## src/rtl/uart_rx_fifo_pkg.sv

```systemverilog
// Shared UART definitions: deframer state encoding, oversample ratio and baud divisor.
// The oversample constant is shared so a future transmitter uses the same bit timing.
package uart_rx_fifo_pkg;

    localparam int unsigned OVERSAMPLE = 16;

    typedef enum logic [2:0] {
        ST_IDLE  = 3'd0,
        ST_START = 3'd1,
        ST_DATA  = 3'd2,
        ST_STOP  = 3'd3,
        ST_BREAK = 3'd4
    } rx_state_e;

    // round(clk_freq / (OVERSAMPLE * baud))
    function automatic int unsigned calc_div(input int unsigned clk_freq,
                                             input int unsigned baud);
        int unsigned w_den;
        w_den = OVERSAMPLE * baud;
        return (clk_freq + w_den / 2) / w_den;
    endfunction

endpackage

```

## src/rtl/uart_rx_fifo_sync_fifo.sv

```systemverilog
// Show-ahead synchronous FIFO: the head entry is visible on o_head without a read strobe.
// A push while full is accepted only if a pop happens in the same cycle.
module sync_fifo #(
    parameter int unsigned WIDTH = 8,
    parameter int unsigned DEPTH = 16
) (
    input  logic                   i_clk,
    input  logic                   i_rst,
    input  logic                   i_push,
    input  logic [WIDTH-1:0]       i_push_data,
    input  logic                   i_pop,
    output logic [WIDTH-1:0]       o_head,
    output logic                   o_full,
    output logic                   o_empty,
    output logic [$clog2(DEPTH):0] o_count
);

    localparam int unsigned AW = $clog2(DEPTH);
    localparam int unsigned CW = AW + 1;

    logic [WIDTH-1:0] r_mem [DEPTH];
    logic [AW-1:0]    r_wr_ptr;
    logic [AW-1:0]    r_rd_ptr;
    logic [CW-1:0]    r_count;
    logic             w_do_push;
    logic             w_do_pop;

    assign o_empty   = (r_count == '0);
    assign o_full    = (r_count == CW'(DEPTH));
    assign w_do_pop  = i_pop && !o_empty;
    assign w_do_push = i_push && (!o_full || w_do_pop);

    always_ff @(posedge i_clk or posedge i_rst) begin
        if (i_rst) begin
            r_wr_ptr <= '0;
            r_rd_ptr <= '0;
            r_count  <= '0;
        end else begin
            if (w_do_push) r_wr_ptr <= r_wr_ptr + AW'(1);
            if (w_do_pop)  r_rd_ptr <= r_rd_ptr + AW'(1);
            case ({w_do_push, w_do_pop})
                2'b10:   r_count <= r_count + CW'(1);
                2'b01:   r_count <= r_count - CW'(1);
                default: r_count <= r_count;
            endcase
        end
    end

    // Storage needs no reset; occupancy alone decides what is valid.
    always_ff @(posedge i_clk) begin
        if (w_do_push) r_mem[r_wr_ptr] <= i_push_data;
    end

    assign o_head  = r_mem[r_rd_ptr];
    assign o_count = r_count;

endmodule

```

## src/rtl/uart_rx_fifo.sv

```systemverilog
// 8N1 UART receiver with 16x oversampling feeding a show-ahead FIFO,
// plus sticky overrun and framing-error flags for the CPU side.
module uart_rx_fifo #(
    parameter int unsigned CLK_FREQ = 50_000_000,
    parameter int unsigned BAUD     = 115200,
    parameter int unsigned DEPTH    = 16
) (
    input  logic                   clk,
    input  logic                   rst,
    input  logic                   rxd,
    input  logic                   rd_en,
    input  logic                   clr_err,
    output logic [7:0]             rd_data,
    output logic                   data_ready,
    output logic [$clog2(DEPTH):0] count,
    output logic                   overrun,
    output logic                   frame_err
);

    import uart_rx_fifo_pkg::*;

    localparam int unsigned DIV   = calc_div(CLK_FREQ, BAUD);
    localparam int unsigned DIV_W = (DIV > 1) ? $clog2(DIV) : 1;
    localparam logic [DIV_W-1:0] DIV_LAST = DIV_W'(DIV - 1);

    logic [1:0]       r_sync;
    logic             w_rxd_s;
    logic [DIV_W-1:0] r_div_cnt;
    logic             w_tick;
    rx_state_e        r_state;
    logic [3:0]       r_tcnt;
    logic [2:0]       r_bcnt;
    logic [7:0]       r_shift;
    logic             r_push;
    logic [7:0]       r_push_data;
    logic             r_frame_err;
    logic             r_overrun;
    logic [7:0]       w_head;
    logic             w_full;
    logic             w_empty;
    logic             w_overrun_evt;

    always_ff @(posedge clk or posedge rst) begin
        if (rst) r_sync <= 2'b11;
        else     r_sync <= {r_sync[0], rxd};
    end
    assign w_rxd_s = r_sync[1];

    // Held at zero while waiting so the sampling phase locks to the start edge.
    always_ff @(posedge clk or posedge rst) begin
        if (rst) begin
            r_div_cnt <= '0;
        end else if (r_state == ST_IDLE || r_state == ST_BREAK || w_tick) begin
            r_div_cnt <= '0;
        end else begin
            r_div_cnt <= r_div_cnt + DIV_W'(1);
        end
    end
    assign w_tick = (r_div_cnt == DIV_LAST);

    always_ff @(posedge clk or posedge rst) begin
        if (rst) begin
            r_state     <= ST_IDLE;
            r_tcnt      <= '0;
            r_bcnt      <= '0;
            r_shift     <= '0;
            r_push      <= 1'b0;
            r_push_data <= '0;
            r_frame_err <= 1'b0;
        end else begin
            r_push <= 1'b0;
            if (clr_err) r_frame_err <= 1'b0;
            case (r_state)
                ST_IDLE: begin
                    if (!w_rxd_s) begin
                        r_state <= ST_START;
                        r_tcnt  <= '0;
                        r_bcnt  <= '0;
                    end
                end
                ST_START: begin
                    if (w_tick) begin
                        if (r_tcnt == 4'd7) begin
                            r_tcnt  <= '0;
                            r_state <= w_rxd_s ? ST_IDLE : ST_DATA;
                        end else begin
                            r_tcnt <= r_tcnt + 4'd1;
                        end
                    end
                end
                ST_DATA: begin
                    if (w_tick) begin
                        r_tcnt <= r_tcnt + 4'd1;
                        if (r_tcnt == 4'd15) begin
                            r_shift <= {w_rxd_s, r_shift[7:1]};
                            r_bcnt  <= r_bcnt + 3'd1;
                            if (r_bcnt == 3'd7) r_state <= ST_STOP;
                        end
                    end
                end
                ST_STOP: begin
                    if (w_tick) begin
                        r_tcnt <= r_tcnt + 4'd1;
                        if (r_tcnt == 4'd15) begin
                            if (w_rxd_s) begin
                                r_push      <= 1'b1;
                                r_push_data <= r_shift;
                                r_state     <= ST_IDLE;
                            end else begin
                                r_frame_err <= 1'b1;
                                r_state     <= ST_BREAK;
                            end
                        end
                    end
                end
                ST_BREAK: begin
                    if (w_rxd_s) r_state <= ST_IDLE;
                end
                default: r_state <= ST_IDLE;
            endcase
        end
    end

    sync_fifo #(
        .WIDTH (8),
        .DEPTH (DEPTH)
    ) u_fifo (
        .i_clk       (clk),
        .i_rst       (rst),
        .i_push      (r_push),
        .i_push_data (r_push_data),
        .i_pop       (rd_en),
        .o_head      (w_head),
        .o_full      (w_full),
        .o_empty     (w_empty),
        .o_count     (count)
    );

    // A simultaneous pop makes room, so only an unpopped full FIFO drops the byte.
    assign w_overrun_evt = r_push && w_full && !rd_en;

    always_ff @(posedge clk or posedge rst) begin
        if (rst)                r_overrun <= 1'b0;
        else if (w_overrun_evt) r_overrun <= 1'b1;
        else if (clr_err)       r_overrun <= 1'b0;
    end

    assign data_ready = !w_empty;
    assign rd_data    = w_empty ? 8'h00 : w_head;
    assign overrun    = r_overrun;
    assign frame_err  = r_frame_err;

endmodule

```

## config.mk

```make
export PLATFORM = sky130hd
export DESIGN_NAME = uart_rx_fifo
export DESIGN_NICKNAME = d
export VERILOG_FILES = /design/src/rtl/uart_rx_fifo_pkg.sv /design/src/rtl/uart_rx_fifo_sync_fifo.sv /design/src/rtl/uart_rx_fifo.sv
export SDC_FILE = /design/constraint.sdc
export NUM_CORES = 1
export LEC_CHECK = 0
export CAP_MARGIN = 20
export CORE_UTILIZATION = 30
export CTS_CLUSTER_DIAMETER = 150
export DETAILED_ROUTE_END_ITERATION = 7
export SLEW_MARGIN = 20
export SYNTH_ARGS = -nofsm -noshare
export SYNTH_HDL_FRONTEND = slang
export SYNTH_SLANG_ARGS = --single-unit
```

## constraint.sdc

```tcl
create_clock -name clk -period 2.7 [get_ports clk]
set_input_delay 0.675 -clock clk [delete_from_list [all_inputs] [get_ports clk]]
set_output_delay 0.675 -clock clk [all_outputs]
set_load 0.03 [all_outputs]
```

==> metrics.txt <==
# TYPE chip_impl_metric gauge
chip_impl_info{name="outcome",value="finished with violations"} 1
chip_impl_info{name="failed_checks",value="negative setup slack"} 1
chip_impl_metric{name="postSynthCellCount",unit=""} 440
chip_impl_metric{name="synthesis.nets",unit=""} 459
chip_impl_metric{name="layout_setup_ws",unit="ps"} -194
chip_impl_metric{name="worstMarginPinSlew",unit="ps"} 869
chip_impl_metric{name="1st_pass_router_iterations",unit=""} 4
chip_impl_metric{name="antenna_cells_inserted",unit=""} 0
chip_impl_metric{name="post_drt_wl_per_cell",unit="microns"} 17.3
chip_impl_metric{name="yosysWarnings",unit=""} 0
chip_impl_metric{name="crit_path_max_fanout",unit=""} 8
chip_impl_metric{name="fraction_of_power_consumed_by_the_clock_network",unit="%"} 31.9
chip_impl_info{name="cpMaxStageDelayCell",value="mux4_2"} 1
chip_impl_info{name="ranking_of_synthesized_cells_by_area",value="edfxtp_1, dfrtp_1, mux4_2"} 1
chip_impl_metric{name="design.core.area",unit="sq um"} 24200
chip_impl_metric{name="chipHeight",unit="microns"} 159
chip_impl_metric{name="io_buffers",unit=""} 20
chip_impl_info{name="cp_cell_sequence",value="buf_8 -> mux4_2 -> mux2_4 -> o21ai_1 -> a21oi_1 -> buf_4"} 1
chip_impl_metric{name="p_seq_share",unit="%"} 42.1
chip_impl_metric{name="final_net_count",unit=""} 525
chip_impl_metric{name="cts.reportedPaths.clkPinSlew",unit="ps"} 70
chip_impl_info{name="holdCritPathClass",value="reg -> reg"} 1
chip_impl_metric{name="initial_core_util",unit="%"} 30.5
chip_impl_metric{name="number_of_antenna_violations_at_the_first_check_in_global_routing",unit=""} 0
chip_impl_metric{name="drt.antenna.violating_nets",unit=""} 0
chip_impl_metric{name="worst_skew_pair.late_latency",unit="ps"} 430
chip_impl_metric{name="p_sw_share",unit="%"} 30.0
chip_impl_metric{name="num_vias",unit=""} 4029
chip_impl_info{name="tritoncts_clock_tree",value="done"} 1
chip_impl_metric{name="postSynthRegisterBits",unit=""} 177
chip_impl_metric{name="detail_route.drc_violations",unit=""} 0
chip_impl_info{name="setup_repair_after_global_routing_missed_its_margin",value="yes"} 1
chip_impl_metric{name="vdd.ir_drop.worst",unit="mV"} 0.601
chip_impl_metric{name="synth_area",unit="sq um"} 7380
chip_impl_metric{name="worst-endpoint-arrival",unit="ps"} 2220
chip_impl_info{name="critPathKind",value="reg -> out"} 1
chip_impl_metric{name="switchingPower",unit="mW"} 2.21
chip_impl_metric{name="largest_stage_delay_on_the_critical_path",unit="ps"} 530
chip_impl_metric{name="max-slew-margin-rel",unit="%"} 42.1
chip_impl_metric{name="avgViaCountPerCell",unit=""} 4.78
chip_impl_metric{name="synth_enable_flop_cells",unit=""} 128
chip_impl_metric{name="syn_avg_cell_area",unit="sq um"} 16.8
chip_impl_metric{name="final_max_slew_viol_count",unit=""} 0
chip_impl_metric{name="maxCapViolations",unit=""} 0
chip_impl_metric{name="total_leakage_power",unit="nW"} 3.58
chip_impl_metric{name="period_share",unit="%"} 107
chip_impl_metric{name="final_hold_viol_count",unit=""} 0
chip_impl_metric{name="power_report.internal_total",unit="mW"} 5.15
chip_impl_metric{name="gr-total-overflow",unit=""} 0
chip_impl_metric{name="cts_max_level",unit=""} 4
chip_impl_metric{name="detail_route.iter0.violations",unit=""} 371
chip_impl_metric{name="setup_viol",unit=""} 8
chip_impl_metric{name="tritoncts.num_buffers",unit=""} 17
chip_impl_metric{name="dieArea",unit="sq um"} 25200
chip_impl_info{name="synth_largest_area_cell",value="edfxtp_1"} 1
chip_impl_metric{name="fin_util",unit="%"} 37.3
chip_impl_metric{name="globalRouteTotalUtil",unit="%"} 12.4
chip_impl_metric{name="grt_pass1_vias",unit=""} 4193
chip_impl_metric{name="max_clock_freq",unit="MHz"} 346
chip_impl_metric{name="tritoncts_num_sinks",unit=""} 177
chip_impl_metric{name="finalPower",unit="mW"} 7.35
chip_impl_metric{name="postSynth.asyncResetShare",unit="%"} 27.7
chip_impl_metric{name="synth.distinct_cells",unit=""} 53
chip_impl_metric{name="final_worst_path_period_need",unit="ps"} 2890
chip_impl_metric{name="synth.yosys.seq_area_share",unit="%"} 68.7
chip_impl_metric{name="final_weighted_congestion_in_routability_driven_placement",unit=""} 0.739
chip_impl_metric{name="fin_skew",unit="ps"} 9.29
chip_impl_metric{name="syn2layout_area_growth",unit="%"} 22.3
chip_impl_metric{name="grt_first_pass_wirelength",unit="microns"} 23600
chip_impl_metric{name="share_comb_of_total_power",unit="%"} 25.9
chip_impl_metric{name="io_pins",unit=""} 21
chip_impl_info{name="crit_path_start_kind",value="flip-flop"} 1
chip_impl_metric{name="totalNegativeSetupSlack",unit="ps"} -1420
chip_impl_metric{name="chipWidth",unit="microns"} 159
chip_impl_metric{name="drive_gt1_share",unit="%"} 34.7
chip_impl_metric{name="grt_start_max_net_pins",unit=""} 29
chip_impl_metric{name="placement_rows",unit=""} 57
chip_impl_info{name="worstSetupEndpointType",value="output pin"} 1
chip_impl_info{name="clock-root-buffer",value="clkbuf_16"} 1
chip_impl_metric{name="cp.required",unit="ps"} 2030
chip_impl_metric{name="cts_max_path_buffers",unit=""} 2
chip_impl_metric{name="power_density",unit="nW/um^2"} 814
chip_impl_info{name="synth_ff_type",value="edfxtp_1"} 1
chip_impl_metric{name="totalWireLength",unit="microns"} 14600
chip_impl_metric{name="synth_top_area_share",unit="%"} 52.1
chip_impl_metric{name="dp_hpwl",unit="microns"} 9280
chip_impl_metric{name="pre_cts_ws",unit="ps"} -259
chip_impl_metric{name="hold_buffers",unit=""} 0
## cell type report
| cell class | count | area, sq um |
|---|---|---|
| inverters | 13 | 48.8 |
| well taps | 324 | 405 |
| multi-input cells | 227 | 2280 |
| fillers | 2274 | 15200 |
| clock buffers | 18 | 429 |
| repair buffers | 70 | 653 |
| flip-flops and latches | 177 | 5080 |
| clock inverters | 14 | 143 |
## power by group through the flow
stage	Combinational, mW	Clock [mW]	Sequential, mW
global route	2.04	2.51	3.11
floorplan	1.04	0	3.16
finish	1.91	2.35	3.10
detailed placement	1.67	0	3.12
global placement	1.64	0	3.12
CTS	1.97	2.40	3.08
## path summary, 6_finish.rpt
| path | from | to | slack, ps | depth (start not counted) |
|---|---|---|---|---|
| setup / recovery | u_fifo.r_rd_ptr[1]$_DFFE_PP0P_ | rd_data[0] | -190 | 6 |
| setup reg to reg | u_fifo.o_count[2]$_DFFE_PP0P_ | u_fifo.o_count[4]$_DFFE_PP0P_ | 210 | 11 |
| max in group asynchronous | rst | r_push_data[1]$_DFFE_PP0P_ | 1470 | 3 |
| hold reg to reg | r_sync[0]$_DFF_PP1_ | r_sync[1]$_DFF_PP1_ | 360 | 0 |
| min in group asynchronous | rst | frame_err$_DFF_PP0_ | 630 | 2 |
| hold / removal | r_sync[0]$_DFF_PP1_ | r_sync[1]$_DFF_PP1_ | 360 | 0 |
## routing by layer
layer  track usage [%]  vias up  routed length, microns
met4              2.75        0                     125
met2              19.4       97                    7030
met1              17.3     2078                    6770
met5                 0        -                       0
met3              3.11       11                     679
li1                  -     1843                       -
## layout by cell type (no fill, tap or decap), types with 5 or more instances in the layout
cell / instances
clkdlybuf4s50_1: 11
mux2_4: 6
edfxtp_1: 128
mux2i_1: 5
a21oi_2: 6
nand3_1: 7
o21ai_2: 7
nand2_1: 18
mux2_2: 20
inv_1: 12
buf_4: 45
mux4_2: 32
clkbuf_16: 17
nor2_1: 25
xnor2_1: 11
ha_1: 12
buf_6: 6
dfrtp_1: 43
o21ai_0: 10
## state kept, by name, summed over array words and instances, names as in the netlist, 4 cells and up
name / count
u_fifo.r_rd_ptr: 4
u_fifo.r_wr_ptr: 4
r_shift: 8
r_push_data: 8
r_tcnt: 4
u_fifo.r_mem: 128
u_fifo.o_count: 5
r_div_cnt: 5
## synthesized netlist by cell type, drive strengths merged, types with 2 or more instances
library cell / n
xor2: 3
xnor2: 11
and3: 2
nor4b: 2
mux2i: 9
nand4: 3
mux4: 32
edfxtp: 128
clkbuf: 11
o22ai: 2
nand2b: 2
nor3: 4
and4b: 2
ha: 14
nand4b: 2
nor2: 26
o211ai: 3
mux2: 26
a21oi: 10
nand3b: 2
nand2: 19
nor3b: 2
o21ai: 19
and2: 2
a311oi: 3
nor4: 2
nor2b: 2
inv: 13
dfrtp: 47
a21boi: 2
a31oi: 2
dfstp: 2
nand3: 7
buf: 12
## per-stage QoR
stage          instances  cell area (sq um)  hold slack, ps
2_1_floorplan        440               7420             345
3_3_place_gp         804               8250             346
3_5_place_dp         804               8250             347
4_1_cts              844               9010             357
5_1_grt              843               9030             364
6_report             843               9030             357
## worst max-delay path: cells and delay by family, from the launching register on
family / cells / cell delay (ps)
muxes: 2 / 800
DFF: 1 / 450
AOI/OAI and AO/OA: 2 / 170
buffers and inverters: 2 / 380
## what timing repair did
item                                    4_1_cts  5_1_grt
endpoints found under the setup margin       11       10
setup buffers                                 5        2
gates resized for setup                      84       23
cloned                                        3        0
pin swaps                                     3        2
## kinds of logic after synthesis
kind of cell,after synthesis,synth area share [%]
adders and majority gates,14,2.37
AOI/OAI and AO/OA,50,4.37
buffers and inverters,36,2.13
muxes,67,14.9
and+or+nand+nor,82,5.83
DFF,177,68.7
xor gates and xnor gates,14,1.66
Power figures use the tool's default switching activity.
